**src/rtl/xgmii_rx_engine.sv**
```systemverilog
// XGMII receive engine: filters UDP/IPv4 frames for this host with a
// magic code, strips the headers and FCS, and writes the payload to a FIFO.
// Ports: xgmii_clk/sys_rst_n clock and reset; xgmii_rxd 72-bit XGMII word;
// if_v4addr/if_macaddr local addresses; fifo_din/fifo_wr_en/fifo_full FIFO
// write side; rx_good_cnt/rx_drop_cnt/rx_err_cnt frame statistics.
module xgmii_rx_engine #(
    parameter logic [31:0] MAGIC_CODE = 32'h0000_0000,
    parameter logic [15:0] UDP_PORT   = 16'd9,
    parameter logic [7:0]  MAX_WORDS  = 8'd255
) (
    input  logic        xgmii_clk,
    input  logic        sys_rst_n,
    input  logic [71:0] xgmii_rxd,
    input  logic [31:0] if_v4addr,
    input  logic [47:0] if_macaddr,
    output logic [71:0] fifo_din,
    output logic        fifo_wr_en,
    input  logic        fifo_full,
    output logic [31:0] rx_good_cnt,
    output logic [31:0] rx_drop_cnt,
    output logic [31:0] rx_err_cnt
);

    typedef enum logic [2:0] {
        S_IDLE,
        S_HDR,
        S_PAYLOAD,
        S_DROP,
        S_FLUSH
    } state_t;

    state_t      state_q;
    logic [7:0]  idx_q;
    logic        hdr_ok_q;
    logic [63:0] hold_q;
    logic        hold_v_q;
    logic [3:0]  flush_cnt_q;
    logic [71:0] din_q;
    logic        wr_en_q;
    logic [31:0] good_q;
    logic [31:0] drop_q;
    logic [31:0] err_q;

    logic [7:0]  ctrl;
    logic [63:0] data;
    logic        any_ctrl;
    logic [2:0]  first_lane;
    logic [7:0]  first_byte;
    logic        is_term;
    logic        has_term;
    logic        start_ok;
    logic        hdr_chk;

    assign ctrl = xgmii_rxd[71:64];
    assign data = xgmii_rxd[63:0];
    assign any_ctrl = |ctrl;
    assign start_ok = (ctrl == 8'h01) &&
                      (data == 64'hd555_5555_5555_55fb);

    // The lowest control lane decides whether a word ends cleanly;
    // idle bytes following a terminate are also control lanes.
    always_comb begin
        first_lane = 3'd0;
        first_byte = 8'h00;
        has_term   = 1'b0;
        for (int b = 7; b >= 0; b--) begin
            if (ctrl[b]) begin
                first_lane = 3'(b);
                first_byte = data[8*b +: 8];
            end
        end
        for (int b = 0; b < 8; b++) begin
            if (ctrl[b] && data[8*b +: 8] == 8'hfd) begin
                has_term = 1'b1;
            end
        end
    end

    assign is_term = any_ctrl && (first_byte == 8'hfd);

    always_comb begin
        hdr_chk = 1'b1;
        case (idx_q)
            8'd1: hdr_chk = (data[7:0]   == if_macaddr[47:40]) &&
                            (data[15:8]  == if_macaddr[39:32]) &&
                            (data[23:16] == if_macaddr[31:24]) &&
                            (data[31:24] == if_macaddr[23:16]) &&
                            (data[39:32] == if_macaddr[15:8])  &&
                            (data[47:40] == if_macaddr[7:0]);
            8'd2: hdr_chk = (data[39:32] == 8'h08) &&
                            (data[47:40] == 8'h00) &&
                            (data[55:48] == 8'h45);
            8'd3: hdr_chk = (data[63:56] == 8'h11);
            8'd4: hdr_chk = (data[55:48] == if_v4addr[31:24]) &&
                            (data[63:56] == if_v4addr[23:16]);
            8'd5: hdr_chk = (data[7:0]   == if_v4addr[15:8]) &&
                            (data[15:8]  == if_v4addr[7:0])  &&
                            (data[39:32] == UDP_PORT[15:8])  &&
                            (data[47:40] == UDP_PORT[7:0]);
            8'd6: hdr_chk = (data[23:16] == MAGIC_CODE[31:24]) &&
                            (data[31:24] == MAGIC_CODE[23:16]) &&
                            (data[39:32] == MAGIC_CODE[15:8])  &&
                            (data[47:40] == MAGIC_CODE[7:0]);
            default: hdr_chk = 1'b1;
        endcase
    end

    always_ff @(posedge xgmii_clk or negedge sys_rst_n) begin
        if (!sys_rst_n) begin
            state_q     <= S_IDLE;
            idx_q       <= 8'd0;
            hdr_ok_q    <= 1'b0;
            hold_q      <= 64'd0;
            hold_v_q    <= 1'b0;
            flush_cnt_q <= 4'd0;
            din_q       <= 72'd0;
            wr_en_q     <= 1'b0;
            good_q      <= 32'd0;
            drop_q      <= 32'd0;
            err_q       <= 32'd0;
        end else begin
            wr_en_q <= 1'b0;
            unique case (state_q)
                S_IDLE: begin
                    if (start_ok) begin
                        state_q  <= S_HDR;
                        idx_q    <= 8'd1;
                        hdr_ok_q <= 1'b1;
                    end
                end
                S_HDR: begin
                    if (any_ctrl) begin
                        if (is_term) begin
                            drop_q  <= drop_q + 32'd1;
                            state_q <= S_IDLE;
                        end else begin
                            err_q   <= err_q + 32'd1;
                            state_q <= has_term ? S_IDLE : S_DROP;
                        end
                    end else if (idx_q == 8'd6) begin
                        if (hdr_ok_q && hdr_chk && !fifo_full) begin
                            state_q  <= S_PAYLOAD;
                            idx_q    <= 8'd7;
                            hold_v_q <= 1'b0;
                        end else begin
                            drop_q  <= drop_q + 32'd1;
                            state_q <= S_DROP;
                        end
                    end else begin
                        hdr_ok_q <= hdr_ok_q && hdr_chk;
                        idx_q    <= idx_q + 8'd1;
                    end
                end
                S_PAYLOAD: begin
                    if (idx_q >= MAX_WORDS || (any_ctrl && !is_term)) begin
                        // Abort: close the frame with an error marker.
                        err_q    <= err_q + 32'd1;
                        hold_v_q <= 1'b0;
                        state_q  <= has_term ? S_IDLE : S_DROP;
                        if (hold_v_q && !fifo_full) begin
                            din_q   <= {4'b1100, 4'd8, hold_q};
                            wr_en_q <= 1'b1;
                        end
                    end else if (any_ctrl) begin
                        hold_v_q <= 1'b0;
                        state_q  <= S_IDLE;
                        if (idx_q == 8'd7 && first_lane <= 3'd4) begin
                            // Nothing left once the FCS is removed.
                            drop_q <= drop_q + 32'd1;
                        end else if (first_lane <= 3'd4) begin
                            if (fifo_full) begin
                                err_q <= err_q + 32'd1;
                            end else begin
                                din_q   <= {4'b1000,
                                            4'd4 + {1'b0, first_lane},
                                            hold_q};
                                wr_en_q <= 1'b1;
                                good_q  <= good_q + 32'd1;
                            end
                        end else if (hold_v_q && fifo_full) begin
                            err_q <= err_q + 32'd1;
                        end else begin
                            // Current word still has payload bytes;
                            // emit it on the following cycle.
                            if (hold_v_q) begin
                                din_q   <= {4'b0000, 4'd8, hold_q};
                                wr_en_q <= 1'b1;
                            end
                            hold_q      <= data;
                            flush_cnt_q <= {1'b0, first_lane} - 4'd4;
                            state_q     <= S_FLUSH;
                        end
                    end else begin
                        idx_q    <= idx_q + 8'd1;
                        hold_q   <= data;
                        hold_v_q <= 1'b1;
                        if (hold_v_q) begin
                            if (fifo_full) begin
                                err_q   <= err_q + 32'd1;
                                state_q <= S_DROP;
                            end else begin
                                din_q   <= {4'b0000, 4'd8, hold_q};
                                wr_en_q <= 1'b1;
                            end
                        end
                    end
                end
                S_DROP: begin
                    if (has_term) begin
                        state_q <= S_IDLE;
                    end
                end
                S_FLUSH: begin
                    if (fifo_full) begin
                        err_q <= err_q + 32'd1;
                    end else begin
                        din_q   <= {4'b1000, flush_cnt_q, hold_q};
                        wr_en_q <= 1'b1;
                        good_q  <= good_q + 32'd1;
                    end
                    if (start_ok) begin
                        state_q  <= S_HDR;
                        idx_q    <= 8'd1;
                        hdr_ok_q <= 1'b1;
                    end else begin
                        state_q <= S_IDLE;
                    end
                end
                default: state_q <= S_IDLE;
            endcase
        end
    end

    assign fifo_din    = din_q;
    assign fifo_wr_en  = wr_en_q;
    assign rx_good_cnt = good_q;
    assign rx_drop_cnt = drop_q;
    assign rx_err_cnt  = err_q;

endmodule

```
**config.mk**
```make
export PLATFORM = sky130hd
export DESIGN_NAME = xgmii_rx_engine
export DESIGN_NICKNAME = d
export VERILOG_FILES = /design/src/rtl/xgmii_rx_engine.sv
export SDC_FILE = /design/constraint.sdc
export NUM_CORES = 1
export LEC_CHECK = 0
export CORE_ASPECT_RATIO = 0.5
export CORE_MARGIN = 2
export CORE_UTILIZATION = 45
export DETAILED_ROUTE_END_ITERATION = 16
export HOLD_SLACK_MARGIN = 0.05
export PLACE_DENSITY = 0.84
export SYNTH_ARGS = -nofsm -noshare
export SYNTH_HDL_FRONTEND = slang
export SYNTH_SLANG_ARGS = --single-unit
export TNS_END_PERCENT = 20
```
**constraint.sdc**
```tcl
create_clock -name xgmii_clk -period 2.9 [get_ports xgmii_clk]
set_clock_uncertainty 0.05 [all_clocks]
set_input_delay 0.58 -clock xgmii_clk [delete_from_list [all_inputs] [get_ports xgmii_clk]]
set_output_delay 0.58 -clock xgmii_clk [all_outputs]
set_load 0.02 [all_outputs]
```
==> metrics.yaml <==
multi_input_area_um2: 7020
nets: 1849
io_buffers: 321
die-height_um: 124
worst_slack_ns: -0.0343
wirelength_um: 48500
clk_pin_slew_ns: 0.07
routed-via-count: 12177
cts.path.max_buffers: 3
cp_max_fo: 7
clk_latency_ns: 0.53
finalSetupViolations: 20
cts-root-buf: "clkbuf_16"
drc: 0
layout_commonest_cell: "clkdlybuf4s50_1"
path_depth: 13
worstSetupStartpoint: "xgmii_rxd[66]"
grt_overflow_total: 0
cts_tree: "yes"
p_per_area_nw_per_um2: 374
p_leak_uw: 0.00920
timing.fmax_mhz: 341
rows: 43
antenna_found_initial: 2
die_area_um2: 30200
io_pins: 324
async_flop_share_pct: 100
fin_crit_sh_pct: 101
cts-htree-levels: 1
violations: "setup timing"
hp-class: "input port to register"
crit_buf_inv: 6
die_x_um: 244
total_power_uw: 7420
synth_edf_count: 0
slew_headroom_pct: 48.4
r2r-end: "rx_drop_cnt[5]"
ys_warn_count: 0
rsz0062_at_grt: "true"
drive_gt1_share_pct: 27.1
hold_viol: 0
syn-cell-area_um2: 12900
avgRoutedWirePerCell_um: 23.2
worst-setup-path-type: "input port to register"
track_usage_pct: 30.5
min_from: "xgmii_rxd[41]"
dp_hpwl_um: 34500
most-common-layout-cells: "clkdlybuf4s50_1, dfrtp_1, buf_4"
ir_worst_vdd_mv: 0.375
holdWs_ns: 0.381
avgViaCountPerCell: 5.83
core_um2: 28000
grt_first_pass_wirelength_um: 71400
post-route-min-period_ns: 2.93
area_growth_pct: 53.6
cp.arrival_ns: 3.29
syn_inst: 1168
worstPathRequired_ns: 3.25
first_pass_iters: 5
rrSetupSlack_ns: 0.03
crit_family: "buffers and inverters"
synthFlopType: "dfrtp_1"
cap_violations: 0
grt_pass1_vias: 12355
ys_seq_area_share_pct: 47.8
tightestPinTransition_ns: 0.765
start_util_pct: 46.2
synth_cell_types: 77
seqCellArea_um2: 6180
crit_path_max_incr_delay_ns: 0.34
grt_start_max_net_pins: 67
crit_path_end_kind: "register"
avgSynthCellArea_um2: 11.1
fillerInstances: 1930
critical_path.cell_chain: "dlygate4sd2_1 -> buf_4 -> and3_1 -> a31oi_2 -> o31ai_1 -> buf_4 -> a31o_4 -> a211o_1 -> o21ai_4 -> buf_12 -> buf_12 -> clkbuf_16 -> mux2_1"
cts_buffers: 23
slew_violations: 0
gp_congestion: 1.01
ant_nets: 0
clock-sinks: 247
cpMaxStageDelayCell: "a211o_1"
reg2regPathDepth: 14
crit_end: "fifo_din[65]"
cp-start-kind: "input port"
synth_seq_cells: 247
drt-initial-drc-count: 1203
r2r-start: "idx_q[0]"
status: "finished with violations"
worst register-to-register path, cell delays in order (launching register included):
cell and delay, ns:
dfrtp_1 0.38, buf_4 0.14, inv_1 0.15, ha_2 0.23, buf_4 0.14, nor3_1 0.05
a31oi_1 0.18, o211a_1 0.19, o21ai_2 0.07, buf_6 0.12, o2111a_2 0.30, buf_6 0.16
buf_6 0.13, nor4_2 0.29, xnor2_1 0.19
flip-flops by register name, indices dropped and copies added (netlist names):
| signal | cells |
|---|---|
| fifo_din | 70 |
| fifo_wr_en | 1 |
| flush_cnt_q | 3 |
| hdr_ok_q | 1 |
| hold_q | 64 |
| hold_v_q | 1 |
| idx_q | 8 |
| rx_drop_cnt | 32 |
| rx_err_cnt | 32 |
| rx_good_cnt | 32 |
| state_q | 3 |
final cells by class:
class	instances	area share, %
inverters	20	0.378
well taps	382	2.41
flip-flops and latches	247	31.1
multi-input cells	847	35.4
repair buffers	548	26.9
diodes	2	0.0252
clock inverters	13	0.662
clock buffers	28	3.15
through the flow:
step           setup slack [ns]  instances  area, um^2  util, %  setup TNS [ns]
2_1_floorplan            -0.129       1169       13100        -          -14.54
3_3_place_gp             -0.888       2014       18100     64.6         -179.44
3_5_place_dp             -0.919       2014       18100     64.6         -189.22
4_1_cts                 -0.0484       2078       19500     69.6          -0.394
5_1_grt                 -0.0290       2087       19800     70.9          -0.403
6_report                -0.0343       2087       19800     70.9          -0.243
how the worst min path moves through the flow:
stage          depth (start not counted)              end  slack, ns
4_1_cts                                2       hold_q[41]       0.38
2_1_floorplan                          0      fifo_din[0]       0.23
6_report                               2       hold_q[41]       0.38
5_1_grt                                2       hold_q[41]       0.38
3_5_place_dp                           1  rx_good_cnt[31]       0.42
3_3_place_gp                           1  rx_good_cnt[31]       0.41
Yosys cell counts, drive strengths merged (5+ instances only):
master,n,share of area [%]
a2111oi,11,0.80
a211oi,7,0.41
a21oi,31,1.2
a31oi,5,0.29
and2,13,0.63
and3,44,2.1
and4,8,0.54
buf,34,1.5
clkbuf,21,0.61
dfrtp,247,48
ha,7,0.68
inv,20,0.58
mux2,138,12
nand2,43,1.2
nand2b,9,0.44
nand3,51,2.0
nand3b,6,0.35
nand4,57,2.8
nor2,39,1.1
nor2b,8,0.39
nor3,43,1.7
nor4,31,1.5
nor4b,5,0.34
o211ai,7,0.45
o21ai,17,0.69
o2bb2ai,6,0.41
or3,7,0.34
or3b,5,0.34
or4,6,0.35
xnor2,69,4.7
xor2,105,7.1
per-layer routing:
layer	GRT usage (%)	routed length, um	share of wire, %	up-vias
li1	-	-	-	5320
met4	10.2	1670	3.4	0
met3	6.23	3500	7.2	143
met2	50.0	22900	47	593
met5	0	0	0	-
met1	40.9	20400	42	6121
kinds of logic after synthesis:
group | count (synthesis) | synth area share [%]
simple gates | 392 | 17.3
flops | 247 | 47.8
xor+xnor | 174 | 11.8
mux | 141 | 12.3
compound gates | 131 | 7.48
buf+inv | 75 | 2.64
fa+ha+maj | 7 | 0.678
other cells | 1 | 0.0290
where the power goes:
part | switching (uW) | leakage [uW] | internal, uW
clock | 1430 | 0.000372 | 1730
sequential | 6.87 | 0.00337 | 3450
combinational | 409 | 0.00546 | 402
total | 1840 | 0.00920 | 5580
what timing repair did:
item                                    CTS  global route
setup buffers                            15             5
cloned                                    7             6
pin swaps                                27            37
hold buffers                              1             0
endpoints found under the setup margin  239           216
resized for setup                       122            72
endpoints found under the hold margin    54             0
No activity file was read; power rests on OpenSTA's default activity.
